File: config.mk
export PLATFORM = sky130hd
export DESIGN_NAME = apo_router_param
export DESIGN_NICKNAME = d
export VERILOG_FILES = /design/src/rtl/apo_noc_pkg.sv /design/src/rtl/apo_flit_fifo.sv /design/src/rtl/apo_router_param.sv
export SDC_FILE = /design/constraint.sdc
export NUM_CORES = 1
export LEC_CHECK = 0
export ABC_CLOCK_PERIOD_IN_PS = 9060
export BUFFER_PORTS_ARGS = -buffer_cell sky130_fd_sc_hd__clkbuf_2
export CORE_MARGIN = 1
export CORE_UTILIZATION = 30
export CTS_CLUSTER_DIAMETER = 100
export DETAILED_ROUTE_END_ITERATION = 16
export PLACE_DENSITY = 0.46
export REMOVE_ABC_BUFFERS = 1
export SYNTH_ARGS = -nofsm -noshare
export SYNTH_HDL_FRONTEND = slang
export SYNTH_SLANG_ARGS = --single-unit
File: constraint.sdc
create_clock -name clk -period 9.06 [get_ports clk]
set_input_delay 1.359 -clock clk [delete_from_list [all_inputs] [get_ports clk]]
set_output_delay 1.359 -clock clk [all_outputs]
set_load 0.02 [all_outputs]
File: src/rtl/apo_noc_pkg.sv
// Shared definitions for the APO circulant-ring router: port indices,
// flit field helpers and the minimal-offset routing rule.
package apo_noc_pkg;

  localparam int NUM_PORTS  = 5;
  localparam int FLIT_MAX_W = 64;

  localparam logic [2:0] PORT_LOCAL = 3'd0;
  localparam logic [2:0] PORT_R1    = 3'd1;
  localparam logic [2:0] PORT_R2    = 3'd2;
  localparam logic [2:0] PORT_L1    = 3'd3;
  localparam logic [2:0] PORT_L2    = 3'd4;

  // Callers zero-extend their flit to FLIT_MAX_W; flit = {dst, payload}.
  function automatic int flit_dst(input logic [FLIT_MAX_W-1:0] flit,
                                  input int data_w, input int addr_w);
    logic [FLIT_MAX_W-1:0] w_mask;
    w_mask = (FLIT_MAX_W'(1) << addr_w) - FLIT_MAX_W'(1);
    return int'(32'((flit >> data_w) & w_mask));
  endfunction

  function automatic logic [FLIT_MAX_W-1:0] flit_payload(input logic [FLIT_MAX_W-1:0] flit,
                                                         input int data_w);
    return flit & ((FLIT_MAX_W'(1) << data_w) - FLIT_MAX_W'(1));
  endfunction

  // Clockwise distance picks the direction; the long hop is taken whenever
  // the remaining distance covers it, otherwise the short hop.
  function automatic logic [2:0] route_port(input int dst, input int me,
                                            input int n, input int s2);
    int d;
    int e;
    d = (dst - me + n) % n;
    if (d == 0) return PORT_LOCAL;
    if (d <= n / 2) return (d >= s2) ? PORT_R2 : PORT_R1;
    e = n - d;
    return (e >= s2) ? PORT_L2 : PORT_L1;
  endfunction

endpackage

File: src/rtl/apo_flit_fifo.sv
// Per-input flit FIFO with a combinational head so routing sees the
// oldest flit in the same cycle it becomes visible.
module apo_flit_fifo #(
  parameter int WIDTH = 8,
  parameter int DEPTH = 4
) (
  input  logic             clk,
  input  logic             rst_n,
  input  logic             i_wr_en,
  input  logic [WIDTH-1:0] i_wr_data,
  input  logic             i_rd_en,
  output logic [WIDTH-1:0] o_rd_data,
  output logic             o_empty,
  output logic             o_full
);

  localparam int PW = $clog2(DEPTH);

  logic [WIDTH-1:0] r_mem [DEPTH];
  logic [PW:0]      r_wr_ptr;
  logic [PW:0]      r_rd_ptr;

  // Pointers carry one extra wrap bit to tell full from empty.
  always_ff @(posedge clk or negedge rst_n) begin
    if (!rst_n) begin
      r_wr_ptr <= '0;
      r_rd_ptr <= '0;
    end else begin
      if (i_wr_en && !o_full)  r_wr_ptr <= r_wr_ptr + 1'b1;
      if (i_rd_en && !o_empty) r_rd_ptr <= r_rd_ptr + 1'b1;
    end
  end

  always_ff @(posedge clk) begin
    if (i_wr_en && !o_full) r_mem[r_wr_ptr[PW-1:0]] <= i_wr_data;
  end

  assign o_rd_data = r_mem[r_rd_ptr[PW-1:0]];
  assign o_empty   = (r_wr_ptr == r_rd_ptr);
  assign o_full    = (r_wr_ptr[PW] != r_rd_ptr[PW]) &&
                     (r_wr_ptr[PW-1:0] == r_rd_ptr[PW-1:0]);

endmodule

File: src/rtl/apo_router_param.sv
// Five-port router node for a circulant ring C_N(S1,S2): input FIFOs,
// per-output round-robin arbitration and one-flit output registers.
module apo_router_param
  import apo_noc_pkg::*;
#(
  parameter  int N      = 16,
  parameter  int S1     = 2,
  parameter  int S2     = 3,
  parameter  int DATA_W = 8,
  parameter  int DEPTH  = 4,
  localparam int ADDR_W = $clog2(N),
  localparam int FLIT_W = ADDR_W + DATA_W
) (
  input  logic                        clk,
  input  logic                        rst_n,
  input  logic [ADDR_W-1:0]           router_name,
  input  logic [NUM_PORTS*FLIT_W-1:0] in_flit,
  input  logic [NUM_PORTS-1:0]        in_valid,
  output logic [NUM_PORTS-1:0]        in_ready,
  output logic [NUM_PORTS*FLIT_W-1:0] out_flit,
  output logic [NUM_PORTS-1:0]        out_valid,
  input  logic [NUM_PORTS-1:0]        out_ready,
  output logic [7:0]                  drop_count
);

  if (!(S1 > 0 && S1 < S2 && S2 <= N / 2 && DEPTH >= 2 &&
        (DEPTH & (DEPTH - 1)) == 0)) begin : g_bad_cfg
    $error("apo_router_param: invalid generator offsets or FIFO depth");
  end

  logic                               r_ready_en;
  logic [7:0]                         r_drop_count;
  logic [NUM_PORTS-1:0]               w_empty;
  logic [NUM_PORTS-1:0]               w_full;
  logic [NUM_PORTS-1:0]               w_pop;
  logic [NUM_PORTS-1:0]               w_drop;
  logic [NUM_PORTS-1:0]               w_wr_en;
  logic [NUM_PORTS*FLIT_W-1:0]        w_head;
  logic [NUM_PORTS*NUM_PORTS-1:0]     w_req;  // bit in*5+out
  logic [NUM_PORTS*NUM_PORTS-1:0]     w_gnt;  // bit out*5+in
  logic [2:0]                         w_drops;
  logic [8:0]                         w_drop_sum;

  assign in_ready = {NUM_PORTS{r_ready_en}} & ~w_full;

  for (genvar gi = 0; gi < NUM_PORTS; gi++) begin : g_in
    logic [FLIT_W-1:0] w_flit;
    logic [2:0]        w_route;
    logic              w_granted;

    assign w_wr_en[gi] = in_valid[gi] & in_ready[gi];

    apo_flit_fifo #(
      .WIDTH (FLIT_W),
      .DEPTH (DEPTH)
    ) u_fifo (
      .clk       (clk),
      .rst_n     (rst_n),
      .i_wr_en   (w_wr_en[gi]),
      .i_wr_data (in_flit[gi*FLIT_W +: FLIT_W]),
      .i_rd_en   (w_pop[gi]),
      .o_rd_data (w_flit),
      .o_empty   (w_empty[gi]),
      .o_full    (w_full[gi])
    );

    assign w_head[gi*FLIT_W +: FLIT_W] = w_flit;
    assign w_drop[gi]  = !w_empty[gi] &&
                         (flit_dst(FLIT_MAX_W'(w_flit), DATA_W, ADDR_W) >= N);
    assign w_route     = route_port(flit_dst(FLIT_MAX_W'(w_flit), DATA_W, ADDR_W),
                                    32'(router_name), N, S2);
    assign w_req[gi*NUM_PORTS +: NUM_PORTS] =
      (!w_empty[gi] && !w_drop[gi]) ? (NUM_PORTS'(1) << w_route) : '0;

    always_comb begin
      w_granted = 1'b0;
      for (int k = 0; k < NUM_PORTS; k++) w_granted = w_granted | w_gnt[k*NUM_PORTS + gi];
    end

    // Unroutable heads leave without needing any output slot.
    assign w_pop[gi] = w_drop[gi] | w_granted;
  end

  for (genvar gi = 0; gi < NUM_PORTS; gi++) begin : g_out
    logic [NUM_PORTS-1:0] w_req_col;
    logic [NUM_PORTS-1:0] w_rot;
    logic [2:0]           w_off;
    logic [2:0]           w_win;
    logic [3:0]           w_sum;
    logic                 w_any;
    logic                 w_load_ok;
    logic                 w_fire;
    logic [FLIT_W-1:0]    w_sel;
    logic [2:0]           r_prio;
    logic                 r_valid;
    logic [FLIT_W-1:0]    r_flit;

    always_comb begin
      w_req_col = '0;
      for (int k = 0; k < NUM_PORTS; k++) w_req_col[k] = w_req[k*NUM_PORTS + gi];
    end

    // Rotate so bit 0 is the current highest-priority input.
    assign w_rot = NUM_PORTS'({w_req_col, w_req_col} >> r_prio);
    assign w_any = |w_rot;

    always_comb begin
      w_off = 3'd0;
      for (int k = NUM_PORTS - 1; k >= 0; k--) begin
        if (w_rot[k]) w_off = 3'(k);
      end
    end

    assign w_sum     = {1'b0, r_prio} + {1'b0, w_off};
    assign w_win     = (w_sum >= 4'd5) ? 3'(w_sum - 4'd5) : w_sum[2:0];
    assign w_load_ok = !r_valid || out_ready[gi];
    assign w_fire    = w_any && w_load_ok;
    assign w_gnt[gi*NUM_PORTS +: NUM_PORTS] = w_fire ? (NUM_PORTS'(1) << w_win) : '0;

    always_comb begin
      w_sel = '0;
      for (int k = 0; k < NUM_PORTS; k++) begin
        if (w_win == 3'(k)) w_sel = w_head[k*FLIT_W +: FLIT_W];
      end
    end

    always_ff @(posedge clk or negedge rst_n) begin
      if (!rst_n) begin
        r_prio  <= 3'd0;
        r_valid <= 1'b0;
        r_flit  <= '0;
      end else if (w_fire) begin
        r_valid <= 1'b1;
        r_flit  <= w_sel;
        r_prio  <= (w_win == 3'd4) ? 3'd0 : w_win + 3'd1;
      end else if (out_ready[gi]) begin
        r_valid <= 1'b0;
      end
    end

    assign out_valid[gi]                  = r_valid;
    assign out_flit[gi*FLIT_W +: FLIT_W] = r_flit;
  end

  always_comb begin
    w_drops = 3'd0;
    for (int k = 0; k < NUM_PORTS; k++) w_drops = w_drops + {2'b00, w_drop[k]};
  end

  assign w_drop_sum = {1'b0, r_drop_count} + {6'b0, w_drops};

  always_ff @(posedge clk or negedge rst_n) begin
    if (!rst_n) begin
      r_ready_en   <= 1'b0;
      r_drop_count <= 8'd0;
    end else begin
      r_ready_en   <= 1'b1;
      r_drop_count <= (w_drop_sum > 9'd255) ? 8'hFF : w_drop_sum[7:0];
    end
  end

  assign drop_count = r_drop_count;

endmodule

==> key figures <==
Status
  – Status: finished clean

Yosys
  – EDFF count, synth: 240
  – Async set-reset flop share out of synthesis: 0.316
  – Top FF cell, synth: edfxtp_1
  – Yosys cell types: 92
  – Yosys reg bits: 351
  – Post-Syn Area: 0.0205 mm^2
  – Mapped Cells: 1765
  – Synth Warn #: 0
  – Avg Cell Area, Syn: 11.6 um^2
  – Sequential share of the synthesized area: 0.487
  – Top-area cell type share of the netlist area: 0.352
  – Top post-synthesis cells by area: edfxtp_1, dfrtp_1, ha_1
  – Area leader, netlist: edfxtp_1

STA
  – Max Fclk: 118 MHz
  – Final Hold Vio Count: 0
  – Worst-Margin Slew: 1070 ps
  – Setup Viol. Count Final: 0
  – Crit share post-route: 0.936
  – Max Slew Vio Count: 0
  – Clock skew: 19.6 ps
  – Final setup TNS: 0 ps
  – RSZ-0062 raised after global routing: false
  – Relative slew margins: 0.280
  – Final min period: 8480 ps

Die
  – DIE AREA: 0.0693 mm^2
  – # IOs: 154
  – Initial Utilization: 0.304
  – Die W: 263 um
  – DIE HEIGHT: 263 um
  – Core area: 0.0674 mm^2
  – Row count: 95

Critical path
  – Crit-path max FO: 14
  – CP arrival: 8970 ps
  – WS Path Type: reg -> reg
  – CP startpoint kind: flop
  – Worst path required time: 9560 ps
  – CP max stage delay: 710 ps
  – Endpoint type of the worst setup path: flop
  – Crit path max-delay cell type: mux4_2

Cells and area
  – Area grow syn2layout: 15.3%
  – Commonest non-fill, non-tap cell in the layout: edfxtp_1
  – Final core utilization: 0.350
  – Area taken by flip-flops and latches: 0.00999 mm^2
  – Finished Layout Cells: 2811
  – Area occupied by multi-input gates: 0.00968 mm^2
  – FILL cells: 6594
  – Layout cells sized above 1: 0.214
  – Most frequent cells in the layout: edfxtp_1, nand2_1, clkbuf_2, nor2_1, dfrtp_1
  – NumNets Final: 2098

Detailed routing
  – Via count: 14800
  – DR vias/cell: 5.28
  – Avg WL per Cell: 22.8 um
  – Drt pass-1 iters: 6
  – Initial DRC count: 1133
  – Antenna Nets Post-Route: 0
  – Total wire length: 64000 um
  – Drt drc: 0

CTS
  – Setup bufs post-CTS: 0
  – CTS tree: done
  – # hold bufs at CTS: 0
  – Cts bufs inserted: 41
  – CTS resizes: 0
  – CTS Sinks: 351
  – H-tree depth: 2
  – CTS max path bufs: 3
  – Clk root buf: clkbuf_16
  – Clock Latency Late Sink: 570 ps
  – Clk slew on worst S/H paths: 60 ps

Global routing
  – GRT Util Overall: 0.184
  – Gr ovfl total: 0
  – Antenna violations before repair: 2
  – Vias in the first global route: 14600
  – First-pass GRT wire length: 96100 um
  – Largest net degree at the start of global routing: 60

Placed design
  – PortBufs: 145
  – Gpl congestion: 0.876
  – HPWL after detailed placement: 47400 um
  – Placed Instances: 2735

Flow run
  – Max Cap Violations: 0

Min path
  – Worst Hold Class: reg -> reg
through the flow:
| step | cell area, um^2 | setup WS, ps | hold WS, ps |
|---|---|---|---|
| 6_report | 23600 | 583 | 482 |
| 3_3_place_gp | 22300 | 467 | 469 |
| 2_1_floorplan | 20000 | 776 | 460 |
| 5_1_grt | 23600 | 17.7 | 505 |
| 3_5_place_dp | 22300 | 256 | 475 |
| 4_1_cts | 23600 | 535 | 487 |
area by class of cell:
type,instances,area share
well taps,873,0.0462
repair buffers,204,0.0497
inverters,95,0.0151
clock buffers,57,0.0464
flip-flops and latches,351,0.423
clock inverters,18,0.00980
multi-input cells,1212,0.410
diodes,1,0.000106
worst max-delay path, delay by kind of cell (launching register included):
kind / cells / cell delay, ps
XOR/XNOR: 2 / 1050
multiplexers: 3 / 1420
adder cells (fa/ha/maj): 4 / 1240
buffers and inverters: 2 / 420
AND/OR/NAND/NOR: 7 / 1590
flip-flops: 1 / 570
AO/OA/AOI/OAI: 9 / 2090
flip-flops by register name (all words and copies together), names as in the netlist:
register	cells
g_in.u_fifo.r_mem	240
g_out.r_flit	60
g_in.u_fifo.r_rd_ptr	15
g_in.u_fifo.r_wr_ptr	15
g_out.r_prio	15
g_out.r_valid	5
r_ready_en	1
cell usage after synthesis, types with 14 or more instances:
cell / count
nand2b_1: 16
a211oi_1: 48
mux4_2: 51
clkbuf_1: 77
o21ai_0: 86
a221oi_1: 40
nand3_1: 17
mux2i_1: 35
nor2_1: 138
dfrtp_1: 111
buf_4: 16
a21oi_1: 70
nor3_1: 19
o211ai_1: 14
nand2_1: 151
ha_1: 107
a22oi_1: 30
and2_1: 17
xor2_1: 29
mux2_2: 50
o31ai_1: 31
inv_1: 92
and3_1: 28
edfxtp_1: 240
xnor2_1: 27
cells by family after synthesis:
| family | Yosys count | share of synthesized area |
|---|---|---|
| xor gates and xnor gates | 63 | 0.0319 |
| muxes | 145 | 0.107 |
| buffers and inverters | 209 | 0.0430 |
| DFF | 351 | 0.487 |
| and+or+nand+nor | 446 | 0.105 |
| adders and majority gates | 117 | 0.0751 |
| AOI/OAI and AO/OA | 432 | 0.150 |
| other | 2 | 0.000367 |
worst paths after layout:
path | from | end | slack [ps] | depth (start not counted)
worst max-delay path | g_in[3].u_fifo.r_rd_ptr[0] | g_out[0].r_flit[9] | 580 | 27
worst min-delay path | g_in[2].u_fifo.r_wr_ptr[2] | g_in[2].u_fifo.r_wr_ptr[2] | 480 | 1
worst max register to register | g_in[3].u_fifo.r_rd_ptr[0] | g_out[0].r_flit[9] | 580 | 27
worst min register to register | g_in[2].u_fifo.r_wr_ptr[2] | g_in[2].u_fifo.r_wr_ptr[2] | 480 | 1
max in group asynchronous | rst_n | g_in[2].u_fifo.r_rd_ptr[0] | 7020 | 2
min in group asynchronous | rst_n | g_in[3].u_fifo.r_wr_ptr[1] | 730 | 1
layer usage:
layer / share of wire / global-route usage / wire length, um / vias up
li1: - / - / - / 6884
met1: 0.45 / 0.253 / 28900 / 7359
met2: 0.46 / 0.294 / 29600 / 504
met3: 0.062 / 0.0350 / 3950 / 93
met4: 0.024 / 0.0499 / 1550 / 4
met5: 0.00044 / 0 / 28 / -
Power is not shown: default switching activity piles up to over one toggle a cycle in this logic, so the estimate is an artifact.
